### src/rtl/trap_ctrl_pkg.sv
`default_nettype none
// ============================================================================
// Module      : trap_ctrl_pkg
// Description : Shared cause codes, exception-flag indices and FSM encoding
//               for the machine-mode trap controller.
// Revision    : 1.0 - initial release
// ============================================================================
package trap_ctrl_pkg;

    localparam int DEFAULT_XLEN = 64;

    // mcause exception codes (interrupt flag clear)
    localparam logic [3:0] EXC_IF_MISALIGN = 4'd0;
    localparam logic [3:0] EXC_ILLEGAL     = 4'd2;
    localparam logic [3:0] EXC_BREAK       = 4'd3;
    localparam logic [3:0] EXC_LD_MISALIGN = 4'd4;
    localparam logic [3:0] EXC_ST_MISALIGN = 4'd6;
    localparam logic [3:0] EXC_ECALL_M     = 4'd11;

    // mcause interrupt codes (interrupt flag set)
    localparam logic [3:0] INT_SOFT  = 4'd3;
    localparam logic [3:0] INT_TIMER = 4'd7;
    localparam logic [3:0] INT_EXTER = 4'd11;

    // wb_excp_i = {st_misalign, ld_misalign, ecall, ebreak, illegal, if_misalign}
    localparam int EXCP_IF_MISALIGN = 0;
    localparam int EXCP_ILLEGAL     = 1;
    localparam int EXCP_EBREAK      = 2;
    localparam int EXCP_ECALL       = 3;
    localparam int EXCP_LD_MISALIGN = 4;
    localparam int EXCP_ST_MISALIGN = 5;

    localparam logic [2:0] ST_IDLE     = 3'd0;
    localparam logic [2:0] ST_TRAP_WR  = 3'd1;
    localparam logic [2:0] ST_TRAP_JMP = 3'd2;
    localparam logic [2:0] ST_MRET_WR  = 3'd3;
    localparam logic [2:0] ST_MRET_JMP = 3'd4;

endpackage : trap_ctrl_pkg
`default_nettype wire

### src/rtl/trap_ctrl_prio_enc.sv
`default_nettype none
// ============================================================================
// Module      : trap_prio_enc
// Description : Combinational priority encoder selecting the interrupt or
//               synchronous exception to take for the WB instruction.
// Revision    : 1.0 - initial release
// ============================================================================
module trap_prio_enc
    import trap_ctrl_pkg::*;
(
    input  logic       wb_valid_i,
    input  logic [5:0] wb_excp_i,
    input  logic       mstatus_ie_i,
    input  logic       mie_soft_i,
    input  logic       mie_timer_i,
    input  logic       mie_exter_i,
    input  logic       mip_soft_i,
    input  logic       mip_timer_i,
    input  logic       mip_exter_i,
    output logic       take_o,
    output logic       is_int_o,
    output logic [3:0] code_o,
    output logic       use_tval_o
);

    logic w_int_exter;
    logic w_int_soft;
    logic w_int_timer;

    assign w_int_exter = mstatus_ie_i & mie_exter_i & mip_exter_i;
    assign w_int_soft  = mstatus_ie_i & mie_soft_i  & mip_soft_i;
    assign w_int_timer = mstatus_ie_i & mie_timer_i & mip_timer_i;

    // Interrupts outrank every synchronous exception
    always_comb begin
        take_o     = 1'b0;
        is_int_o   = 1'b0;
        code_o     = 4'd0;
        use_tval_o = 1'b0;
        if (wb_valid_i) begin
            if (w_int_exter) begin
                take_o = 1'b1; is_int_o = 1'b1; code_o = INT_EXTER;
            end else if (w_int_soft) begin
                take_o = 1'b1; is_int_o = 1'b1; code_o = INT_SOFT;
            end else if (w_int_timer) begin
                take_o = 1'b1; is_int_o = 1'b1; code_o = INT_TIMER;
            end else if (wb_excp_i[EXCP_IF_MISALIGN]) begin
                take_o = 1'b1; code_o = EXC_IF_MISALIGN; use_tval_o = 1'b1;
            end else if (wb_excp_i[EXCP_ILLEGAL]) begin
                take_o = 1'b1; code_o = EXC_ILLEGAL; use_tval_o = 1'b1;
            end else if (wb_excp_i[EXCP_EBREAK]) begin
                take_o = 1'b1; code_o = EXC_BREAK;
            end else if (wb_excp_i[EXCP_ECALL]) begin
                take_o = 1'b1; code_o = EXC_ECALL_M;
            end else if (wb_excp_i[EXCP_LD_MISALIGN]) begin
                take_o = 1'b1; code_o = EXC_LD_MISALIGN; use_tval_o = 1'b1;
            end else if (wb_excp_i[EXCP_ST_MISALIGN]) begin
                take_o = 1'b1; code_o = EXC_ST_MISALIGN; use_tval_o = 1'b1;
            end
        end
    end

endmodule : trap_prio_enc
`default_nettype wire

### src/rtl/trap_ctrl.sv
`default_nettype none
// ============================================================================
// Module      : trap_ctrl
// Description : Machine-mode trap controller: sequences trap-entry / mret CSR
//               writes, mstatus IE pulses, pipeline flush and PC redirect.
// Revision    : 1.0 - initial release
// ============================================================================
module trap_ctrl
    import trap_ctrl_pkg::*;
#(
    parameter int XLEN = DEFAULT_XLEN
) (
    input  logic            clk,
    input  logic            rst_n,
    input  logic            wb_valid_i,
    input  logic [XLEN-1:0] wb_pc_i,
    input  logic [5:0]      wb_excp_i,
    input  logic [XLEN-1:0] wb_tval_i,
    input  logic            wb_mret_i,
    input  logic            mstatus_ie_i,
    input  logic            mie_soft_i,
    input  logic            mie_timer_i,
    input  logic            mie_exter_i,
    input  logic            mip_soft_i,
    input  logic            mip_timer_i,
    input  logic            mip_exter_i,
    input  logic [XLEN-1:0] mtvec_i,
    input  logic [XLEN-1:0] mepc_i,
    output logic            mcause_wen_o,
    output logic            mtval_wen_o,
    output logic            mepc_wen_o,
    output logic [XLEN-1:0] mcause_wdata_o,
    output logic [XLEN-1:0] mtval_wdata_o,
    output logic [XLEN-1:0] mepc_wdata_o,
    output logic            mstatus_ie_set_o,
    output logic            mstatus_ie_clear_o,
    output logic            wb_kill_o,
    output logic            flush_o,
    output logic            redirect_valid_o,
    output logic [XLEN-1:0] redirect_pc_o
);

    logic [2:0]      r_state;
    logic [2:0]      w_state_nxt;
    logic [XLEN-1:0] r_cause;
    logic [XLEN-3:0] r_epc;
    logic [XLEN-1:0] r_tval;
    logic            r_is_int;
    logic [3:0]      r_code;
    logic [XLEN-1:0] r_redirect_pc;

    logic            w_take;
    logic            w_is_int;
    logic [3:0]      w_code;
    logic            w_use_tval;
    logic            w_idle;
    logic [XLEN-1:0] w_mtvec_base;
    logic [XLEN-1:0] w_trap_target;

    trap_prio_enc u_prio_enc (
        .wb_valid_i   (wb_valid_i),
        .wb_excp_i    (wb_excp_i),
        .mstatus_ie_i (mstatus_ie_i),
        .mie_soft_i   (mie_soft_i),
        .mie_timer_i  (mie_timer_i),
        .mie_exter_i  (mie_exter_i),
        .mip_soft_i   (mip_soft_i),
        .mip_timer_i  (mip_timer_i),
        .mip_exter_i  (mip_exter_i),
        .take_o       (w_take),
        .is_int_o     (w_is_int),
        .code_o       (w_code),
        .use_tval_o   (w_use_tval)
    );

    assign w_idle       = (r_state == ST_IDLE);
    assign w_mtvec_base = {mtvec_i[XLEN-1:2], 2'b00};
    // Vectored mode offsets only interrupts; exceptions always land on base
    assign w_trap_target = ((mtvec_i[1:0] == 2'b01) && r_is_int)
                         ? w_mtvec_base + {{(XLEN-6){1'b0}}, r_code, 2'b00}
                         : w_mtvec_base;

    always_comb begin
        w_state_nxt = ST_IDLE;
        case (r_state)
            ST_IDLE: begin
                if (w_take)
                    w_state_nxt = ST_TRAP_WR;
                else if (wb_valid_i && wb_mret_i)
                    w_state_nxt = ST_MRET_WR;
            end
            ST_TRAP_WR:  w_state_nxt = ST_TRAP_JMP;
            ST_MRET_WR:  w_state_nxt = ST_MRET_JMP;
            default:     w_state_nxt = ST_IDLE;
        endcase
    end

    always_ff @(posedge clk or negedge rst_n) begin
        if (!rst_n) begin
            r_state       <= ST_IDLE;
            r_cause       <= '0;
            r_epc         <= '0;
            r_tval        <= '0;
            r_is_int      <= 1'b0;
            r_code        <= 4'd0;
            r_redirect_pc <= '0;
        end else begin
            r_state <= w_state_nxt;
            if (w_idle && w_take) begin
                r_cause  <= {w_is_int, {(XLEN-5){1'b0}}, w_code};
                r_epc    <= wb_pc_i[XLEN-1:2];
                r_tval   <= w_use_tval ? wb_tval_i : '0;
                r_is_int <= w_is_int;
                r_code   <= w_code;
            end
            // Target is captured one cycle ahead so the redirect comes from a flop
            if (r_state == ST_TRAP_WR)
                r_redirect_pc <= w_trap_target;
            else if (r_state == ST_MRET_WR)
                r_redirect_pc <= mepc_i;
        end
    end

    assign wb_kill_o          = w_idle & w_take;
    assign mcause_wen_o       = (r_state == ST_TRAP_WR);
    assign mtval_wen_o        = (r_state == ST_TRAP_WR);
    assign mepc_wen_o         = (r_state == ST_TRAP_WR);
    assign mstatus_ie_set_o   = (r_state == ST_TRAP_WR);
    assign mstatus_ie_clear_o = (r_state == ST_MRET_WR);
    assign flush_o            = ~w_idle;
    assign redirect_valid_o   = (r_state == ST_TRAP_JMP) || (r_state == ST_MRET_JMP);
    assign redirect_pc_o      = r_redirect_pc;
    assign mcause_wdata_o     = r_cause;
    assign mtval_wdata_o      = r_tval;
    assign mepc_wdata_o       = {r_epc, 2'b00};

endmodule : trap_ctrl
`default_nettype wire
### config.mk
export PLATFORM = sky130hd
export DESIGN_NAME = trap_ctrl
export DESIGN_NICKNAME = d
export VERILOG_FILES = /design/src/rtl/trap_ctrl_pkg.sv /design/src/rtl/trap_ctrl_prio_enc.sv /design/src/rtl/trap_ctrl.sv
export SDC_FILE = /design/constraint.sdc
export NUM_CORES = 1
export LEC_CHECK = 0
export ABC_CLOCK_PERIOD_IN_PS = 3200
export BUFFER_PORTS_ARGS = -buffer_cell sky130_fd_sc_hd__buf_2
export CAP_MARGIN = 20
export CORE_AREA = 2 2 209 211
export CTS_CLUSTER_DIAMETER = 120
export DETAILED_ROUTE_END_ITERATION = 10
export DIE_AREA = 0 0 211 213
export PLACE_DENSITY = 0.58
export SYNTH_ARGS = -nofsm -noshare
export SYNTH_HDL_FRONTEND = slang
export SYNTH_SLANG_ARGS = --single-unit
### constraint.sdc
create_clock -name clk -period 3.2 [get_ports clk]
set_input_delay 0.48 -clock clk [delete_from_list [all_inputs] [get_ports clk]]
set_output_delay 0.48 -clock clk [all_outputs]
set_load 0.01 [all_outputs]
==> flow_summary.yaml <==
status:
  status: "completed"
global_routing:
  first_global_vias: 9299
  grt-ovfl-total: 0
  grt_max_degree: 127
  grt_pass1_wl_mm: 56.2
  grt_usage_pct: 16.8
  antenna_found_initial: 8
sta:
  rsz0062_at_grt: "no"
  max_freq_ghz: 0.372
  hold_viol: 0
  setup-tns-final_ns: 0
  drv_slew: 0
  setup_violations: 0
  layout_min_cycle_time_ns: 2.69
  min_period_over_period_pct: 84.0
  hold_ws_ns: 0.175
  tightest_slew_ns: 0.761
  fin_worst_skew_ns: 0.0120
  setup_slack_ns: 0.512
  slew_headroom_pct: 49.3
power_and_ir_drop:
  leakagePower_uw: 0.00682
  switching_share_pct: 42.3
  power.switching_uw: 5080
  pwr-share-comb_pct: 44.6
  p_clk_share_pct: 18.7
  seq_power_share_pct: 36.8
  ir_worst_vdd_mv: 0.496
  internal-power_uw: 6920
  powerDensity_nw_per_um2: 903
synth:
  syn_inst: 1069
  syn_area_per_cell_sq_um: 9.27
  syn_area_sq_um: 9910
  async_reset_ff_share_pct: 100
  yosys-top-cells-count: "249 x nand2_1, 198 x dfrtp_1, 72 x buf_4"
  ys_seq_elements: 198
  synth-edff-count: 0
  yosysTopAreaCell: "dfrtp_1"
  synth.most_common_cell: "nand2_1"
  ys_warn_count: 0
  yosysTopAreaCellShare_pct: 50.0
  yosysSeqAreaShare_pct: 50.0
  synth.area.top_cells: "dfrtp_1 50%, nand2_1 9.4%, a22o_1 5.8%, buf_4 5.5%, xnor2_1 3.3%"
  synthFlopType: "dfrtp_1"
  yosysUniqueCellTypes: 54
die:
  core_sq_um: 42700
  die_h_um: 213
  dieArea_sq_um: 44900
  fp.dieW_um: 211
  initial_core_util_pct: 23.2
  io_pins: 537
  rows: 76
worst_setup_path:
  required_ns: 3.56
  worstSetupPathType: "reg -> reg"
  end_kind: "register"
  startpoint_type: "register"
  cp_max_fo: 8
  cp.arrival_ns: 3.05
clock_tree:
  cts_sinks: 198
  clk_pin_slew_ns: 0.08
  numCtsBuffers: 17
  htreeDepth: 4
  cts_tree: "built"
  clock_path_buffers: 2
  cts_root_buf: "clkbuf_16"
  ctsResizeCount: 0
  clk_latency_ns: 0.49
placed_design:
  io_buffers: 473
  routabilityCongestion: 0.853
  dp_hpwl_mm: 29.4
  dp_slack_ns: 0.367
flow_run:
  drv_cap: 0
cells_and_area:
  nets: 1797
  syn_to_final_growth_pct: 34.2
  drive_gt1_share_pct: 36.2
route:
  wire_per_inst_um: 18.5
  drc_errors: 0
  drtIter0Drc: 632
  postRouteAntennaNets: 0
  first_pass_iters: 5
  drt_wl_total_mm: 38.5
  viasPerCell: 4.63
  num_vias: 9645
worst_hold_path:
  hp-class: "in -> reg"
==> power by group through the flow <==
stage                     Combinational (uW)  Sequential, uW  Clock, uW
after CTS                               5440            4410       2340
after global routing                    5910            4550       2410
final                                   5350            4410       2240
after detailed placement                5450            4410          0
after floorplan                         2440            4920          0
after global placement                  5380            4400          0
==> logic make-up (layout without fill, tap and decap cells) <==
logic type / count (synthesis) / after routing / synth area share, %
XOR/XNOR: 56 / 56 / 4.95
flip-flops: 198 / 198 / 50.0
AO/OA/AOI/OAI: 218 / 218 / 14.3
buffers and inverters: 136 / 539 / 8.02
adder cells (fa/ha/maj): 5 / 5 / 0.707
other: 1 / 65 / 0.0379
AND/OR/NAND/NOR: 454 / 454 / 21.9
multiplexers: 1 / 1 / 0.101
==> final cells by class <==
cell class / instances / area [sq um]
clock buffer: 18 / 429
multi-input combinational: 795 / 4410
inverter: 9 / 33.8
antenna: 4 / 10.0
clock inverter: 14 / 166
tap: 546 / 683
timing repair buffer: 498 / 2610
sequential: 198 / 4960
fill: 4580 / 29400
==> worst max-delay path, cell delays in order, from the launching register on <==
cell,delay (ns)
dfrtp_1,0.42
ha_1,0.37
o21ai_1,0.11
o21bai_1,0.21
buf_4,0.21
nand3_1,0.30
or4_1,0.62
xor2_1,0.23
o21ai_1,0.09
==> per-layer routing <==
layer | GRT usage [%] | part of all wire [%] | vias to the layer above
li1 | - | - | 4472
met1 | 19.2 | 39 | 4675
met2 | 28.9 | 50 | 444
met3 | 5.96 | 8.6 | 50
met4 | 6.39 | 2.3 | 4
met5 | 0 | 0.078 | -
==> worst paths after layout <==
path                                         startpoint                       endpoint  slack (ns)  cells after the start
max                               r_code[2]$_DFFE_PN0P_  redirect_pc_o[55]$_DFFE_PN0P_        0.51                      8
min                                         wb_pc_i[62]          r_epc[60]$_DFFE_PN0P_        0.17                      3
max reg2reg                       r_code[2]$_DFFE_PN0P_  redirect_pc_o[55]$_DFFE_PN0P_        0.51                      8
min reg2reg                redirect_pc_o[1]$_DFFE_PN0P_   redirect_pc_o[1]$_DFFE_PN0P_        0.47                      2
max in group asynchronous                         rst_n   mtval_wdata_o[2]$_DFFE_PN0P_        1.79                      3
min in group asynchronous                         rst_n  mtval_wdata_o[23]$_DFFE_PN0P_        0.54                      2
==> registers in the layout, indices dropped and copies added (netlist names) <==
name,flops
mcause_wdata_o,1
mtval_wdata_o,64
r_code,3
r_is_int,1
r_epc,62
r_state,3
redirect_pc_o,64
==> per-stage QoR <==
stage               instances  utilization (%)  area, sq um  power [uW]
floorplan                1129                -        10100        7360
global placement         2045             29.7        12700        9780
detailed placement       2045             29.7        12700        9860
CTS                      2078             31.1        13300       12200
global route             2079             31.1        13300       12900
finish                   2082             31.1        13300       12000
==> cell usage in the layout, fill, tap and decap left out, drive strengths merged, types with 18 or more instances in the layout <==
cell type and instances:
a22o 66, nor2 63, nand2 249, nand4 31
conb 61, clkbuf 18, nand3 27, buf 497
dfrtp 198, nor3 18, and3 30, xor2 19
o21ai 58, o22ai 23, xnor2 37, a21oi 53
==> what timing repair did <==
action / 4_1_cts / 5_1_grt
endpoints found under the hold margin: 54 / 0
hold buffers: 1 / 0
setup buffers: 0 / 0
No activity file was read; power rests on OpenSTA's default activity.
